### src/rtl/pipe_tx_width_adapter.sv
// -----------------------------------------------------------------------------
// pipe_tx_width_adapter
//
// Purpose:
//   Takes one 32-bit TX symbol dword per valid/ready handshake from the MAC,
//   with one K flag per byte. It serialises that dword onto the PIPE TxData
//   bus at the width selected when the dword was accepted: 8, 16 or 32 bits.
//   Byte 0 is sent first. Lanes above the active width carry IDLE_FILL with
//   K = 0. While a dword still has beats to send, the MAC is backpressured.
//
// Ports:
//   pclk          in   PIPE clock, rising edge
//   reset         in   asynchronous, active-high reset
//   width_sel     in   2  0=8b, 1=16b, 2=32b, 3=reserved (same as 32b)
//   in_valid      in   1  MAC dword valid
//   in_ready      out  1  dword can be accepted this cycle
//   in_data       in   32 symbol dword, byte0 = [7:0] transmitted first
//   in_datak      in   4  K flag per byte
//   tx_data       out  32 PIPE TxData, active lanes in the low bits
//   tx_datak      out  4  PIPE TxDataK per active byte lane
//   tx_data_valid out  1  PIPE TxDataValid
//   busy          out  1  a held dword still has beats to send
// -----------------------------------------------------------------------------
module pipe_tx_width_adapter #(
    parameter logic [7:0] IDLE_FILL = 8'h00
) (
    input  logic        pclk,
    input  logic        reset,
    input  logic [1:0]  width_sel,
    input  logic        in_valid,
    output logic        in_ready,
    input  logic [31:0] in_data,
    input  logic [3:0]  in_datak,
    output logic [31:0] tx_data,
    output logic [3:0]  tx_datak,
    output logic        tx_data_valid,
    output logic        busy
);

    typedef enum logic {
        S_EMPTY   = 1'b0,
        S_SENDING = 1'b1
    } state_e;

    typedef enum logic [1:0] {
        W_8B  = 2'd0,
        W_16B = 2'd1,
        W_32B = 2'd2,
        W_RSV = 2'd3
    } pipe_data_width_e;

    state_e           state_q, state_d;
    pipe_data_width_e wl_q, wl_d;
    logic [1:0]       bc_q, bc_d;
    logic [31:0]      data_q, data_d;
    logic [3:0]       k_q, k_d;

    logic             last_beat;
    logic             accept;

    // The beat on tx this cycle is the final one of the held dword.
    always_comb begin
        last_beat = 1'b0;
        unique case (wl_q)
            W_8B:    last_beat = (bc_q == 2'd3);
            W_16B:   last_beat = (bc_q == 2'd1);
            default: last_beat = 1'b1;
        endcase
    end

    // Ready on the last beat, so the next dword follows with no idle gap.
    assign in_ready = (state_q == S_EMPTY) || last_beat;
    assign accept   = in_valid && in_ready;
    assign busy     = (state_q == S_SENDING);

    // Next-state logic. in_data/in_datak are only captured on accept.
    always_comb begin
        state_d = state_q;
        wl_d    = wl_q;
        bc_d    = bc_q;
        data_d  = data_q;
        k_d     = k_q;
        if (accept) begin
            state_d = S_SENDING;
            wl_d    = pipe_data_width_e'(width_sel);
            bc_d    = 2'd0;
            data_d  = in_data;
            k_d     = in_datak;
        end else if (state_q == S_SENDING) begin
            if (last_beat) begin
                state_d = S_EMPTY;
                bc_d    = 2'd0;
            end else begin
                bc_d = bc_q + 2'd1;
            end
        end
    end

    always_ff @(posedge pclk or posedge reset) begin
        if (reset) begin
            state_q <= S_EMPTY;
            wl_q    <= W_8B;
            bc_q    <= 2'd0;
        end else begin
            state_q <= state_d;
            wl_q    <= wl_d;
            bc_q    <= bc_d;
        end
    end

    // Payload holding registers. Their contents are ignored unless the state
    // is SENDING, so a reset does not need to clear them.
    always_ff @(posedge pclk) begin
        data_q <= data_d;
        k_q    <= k_d;
    end

    // The output lanes are decoded only from registered state. A beat appears
    // one cycle after accept, and an async reset blanks the bus immediately.
    always_comb begin
        tx_data       = {4{IDLE_FILL}};
        tx_datak      = 4'b0000;
        tx_data_valid = 1'b0;
        if (state_q == S_SENDING) begin
            tx_data_valid = 1'b1;
            unique case (wl_q)
                W_8B: begin
                    tx_data[7:0] = data_q[{bc_q, 3'b000} +: 8];
                    tx_datak[0]  = k_q[bc_q];
                end
                W_16B: begin
                    tx_data[15:0] = bc_q[0] ? data_q[31:16] : data_q[15:0];
                    tx_datak[1:0] = bc_q[0] ? k_q[3:2] : k_q[1:0];
                end
                default: begin
                    tx_data  = data_q;
                    tx_datak = k_q;
                end
            endcase
        end
    end

endmodule

### config.mk
export PLATFORM = sky130hd
export DESIGN_NAME = pipe_tx_width_adapter
export DESIGN_NICKNAME = d
export VERILOG_FILES = /design/src/rtl/pipe_tx_width_adapter.sv
export SDC_FILE = /design/constraint.sdc
export NUM_CORES = 1
export LEC_CHECK = 0
export ABC_AREA = 1
export CAP_MARGIN = 20
export CORE_AREA = 2 2 74 76
export DETAILED_ROUTE_END_ITERATION = 8
export DIE_AREA = 0 0 76 78
export PLACE_DENSITY = 0.78
export SYNTH_ARGS = -nofsm -noshare
export SYNTH_HDL_FRONTEND = slang
export SYNTH_SLANG_ARGS = --single-unit
### constraint.sdc
create_clock -name pclk -period 4.2 [get_ports pclk]
set_clock_uncertainty 0.05 [all_clocks]
set_input_delay 0.63 -clock pclk [delete_from_list [all_inputs] [get_ports pclk]]
set_output_delay 0.63 -clock pclk [all_outputs]
set_load 0.05 [all_outputs]
==> impl_metrics.tcl <==
set metrics [dict create \
    die_y_um 78 \
    synth-xor-area-share_pct 0 \
    path_cells "buf_4 -> inv_1 -> nand2_1 -> nand3_1 -> nand3_1 -> a21oi_1 -> clkdlybuf4s50_1" \
    numCtsBuffers 5 \
    dieArea_mm2 0.00593 \
    post_synth.cell_area_avg_um2 8.60 \
    multi_input_area_um2 796 \
    irDropWorstVdd_uv 513 \
    htreeDepth 2 \
    cpMaxStageDelayCell "clkdlybuf4s50_1" \
    use_met3_pct 5.35 \
    synth_simple_gate_area_share_pct 26.1 \
    routed_wl_um 5550 \
    p_per_area_mw_per_mm2 826 \
    rr_worst_depth 6 \
    met1_usage_pct 24.4 \
    final_util_pct 61.8 \
    mappedNetlistArea_mm2 0.00224 \
    r2r_end "data_q[21]$_DFFE_PP_" \
    antenna_found_initial 0 \
    yosysWarnings 0 \
    syn_inst 260 \
    cp.arrival_ns 2.75 \
    grt_max_degree 40 \
    rrSetupSlack_ns 2.02 \
    finalSetupViolations 0 \
    hp-class "in2async" \
    rsz0062_at_grt "false" \
    slew-limit-headroom_pct 62.1 \
    synth_top_family_by_area "simple AND/OR/NAND/NOR gates" \
    vias 2044 \
    syn-num-nets 301 \
    overflow 0 \
    post-cts-setup-buffers 0 \
    slowest_delay_ns 0.85 \
    core_area_mm2 0.00504 \
    cts_resized 0 \
    clk_pin_slew_worst_paths_ns 0.07 \
    area_growth_pct 39.3 \
    cts_tree "built" \
    clock-root-buffer "clkbuf_8" \
    cpMostUsedCell "nand3_1" \
    grt_usage_pct 19.4 \
    drt_iter0_drc 109 \
    critPathMaxFanout 39 \
    maxCapViolCount 0 \
    layout-drive-gt1-share_pct 6.57 \
    rows 26 \
    hold_viol 0 \
    start_util_pct 44.3 \
    place_hpwl_um 3940 \
    first_pass_iters 4 \
    final_cell_mix "79 x clkdlybuf4s50_1, 63 x nand2_1, 41 x nand3_1" \
    ant_nets 0 \
    power.leakage_uw 0.00130 \
    grt_pass1_wl_um 9090 \
    critPathLaunchType "flip-flop" \
    synth_fa_ha_area_share_pct 0 \
    layout.nets 375 \
    period_share_pct 81.8 \
    endpoint_kind "output pin" \
    tightest_slew_ns 0.568 \
    crit_type "reg2out" \
    place_congestion 0.864 \
    clk_path_buf_depth 2 \
    timing.fmax_mhz 291 \
    synth_compound_gate_area_share_pct 9.51 \
    antennaDiodeCount 0 \
    status "complete, no violations" \
    fill_cells 420 \
    portBuffers 79 \
    grt_pass1_vias 1916 \
    muxShareOfSynthArea_pct 0 \
    synth_cell_type_count 22 \
    io_pins 80 \
    slew_violations 0 \
    die_w_um 76 \
    r2r_start "busy$_DFF_PP0_" \
    ff_latch_area_mm2 0.00121 \
    synth_seq_cells 41 \
    seq_area_frac_synth_pct 53.9 \
    holdBufCountCts 0 \
    wl_per_cell_um 13.7 \
    cts.sinks 41 \
    grt_busiest_layer "met2" \
    layout_commonest_cell "clkdlybuf4s50_1" \
    period_needed_ns 3.43 \
    clock_insertion_delay_worst_skew_ns 0.29 \
    setup_tns_ns 0 \
    drc 0 \
    grt_use_met2_pct 32.9 \
    worst_ep_required_time_ns 3.52 \
    vias_per_cell 5.05 \
]
[state kept, by name, summed over array words and instances, names as in the netlist]
name	cells
busy	1
wl_q	2
data_q	32
k_q	4
bc_q	2
[critical path, delay by kind of cell, from the launching register on]
kind | cells | cell delay (ns)
flops | 1 | 0.36
compound gates | 1 | 0.21
simple gates | 3 | 0.33
buf+inv | 3 | 1.56
[routing by layer]
layer / vias to the layer above / part of all wire, %
met2: 104 / 49
met5: - / 0
li1: 1006 / -
met4: 0 / 1.7
met3: 9 / 8.5
met1: 925 / 41
[layout make-up]
type | count | area share (%)
flip-flops and latches | 41 | 38.7
repair buffers | 81 | 25.9
inverters | 36 | 4.42
well taps | 70 | 2.81
clock inverters | 2 | 0.321
multi-input cells | 169 | 25.5
clock buffers | 6 | 2.33
[Yosys cell counts]
master | instances | area share (%)
nand3_2 | 1 | 0.45
buf_2 | 5 | 1.1
edfxtp_1 | 36 | 48
buf_1 | 1 | 0.17
nor2_1 | 19 | 3.2
buf_6 | 4 | 2.0
inv_4 | 1 | 0.28
nor2_2 | 1 | 0.28
nand2_4 | 2 | 1.0
nand2_1 | 63 | 11
inv_2 | 2 | 0.34
buf_4 | 2 | 0.67
nand3_1 | 41 | 9.2
nand2_2 | 5 | 1.4
dfrtp_1 | 5 | 5.6
inv_1 | 33 | 5.5
o21ai_0 | 19 | 4.3
a21oi_1 | 9 | 2.0
a21boi_0 | 2 | 0.67
a22oi_2 | 1 | 0.56
clkbuf_1 | 2 | 0.34
a22oi_1 | 6 | 2.0
[where the power goes]
| group | internal, uW | total, uW | leakage, uW | switching, uW |
|---|---|---|---|---|
| combinational | 506 | 1640 | 0.000854 | 1140 |
| clock | 115 | 248 | 0.0000450 | 133 |
| sequential | 571 | 683 | 0.000402 | 112 |
[stage by stage]
stage	power, uW	area, um2	hold slack [ns]	std cells	setup slack [ns]
after floorplan	1860	2240	0.359	260	1.40
after global placement	2310	3030	0.547	397	1.18
after detailed placement	2330	3030	0.556	397	1.14
after CTS	2590	3120	0.479	405	0.785
after global routing	2730	3120	0.495	405	0.576
final	2570	3120	0.480	405	0.766
[cell families after synthesis]
| group | Yosys count |
|---|---|
| buffers and inverters | 50 |
| AND/OR/NAND/NOR | 132 |
| flip-flops | 41 |
| AO/OA/AOI/OAI | 37 |
[worst max path at each step]
stage | start | end | slack [ns] | depth (start not counted)
final | bc_q[0]$_DFFE_PP0P_ | tx_data[6] | 0.77 | 7
after detailed placement | bc_q[0]$_DFFE_PP0P_ | tx_data[6] | 1.14 | 7
after global routing | bc_q[0]$_DFFE_PP0P_ | tx_data[6] | 0.58 | 7
after floorplan | busy$_DFF_PP0_ | tx_data[14] | 1.40 | 3
after global placement | bc_q[0]$_DFFE_PP0P_ | tx_data[6] | 1.18 | 7
after CTS | bc_q[0]$_DFFE_PP0P_ | tx_data[6] | 0.78 | 7
No activity file was read; power rests on OpenSTA's default activity.
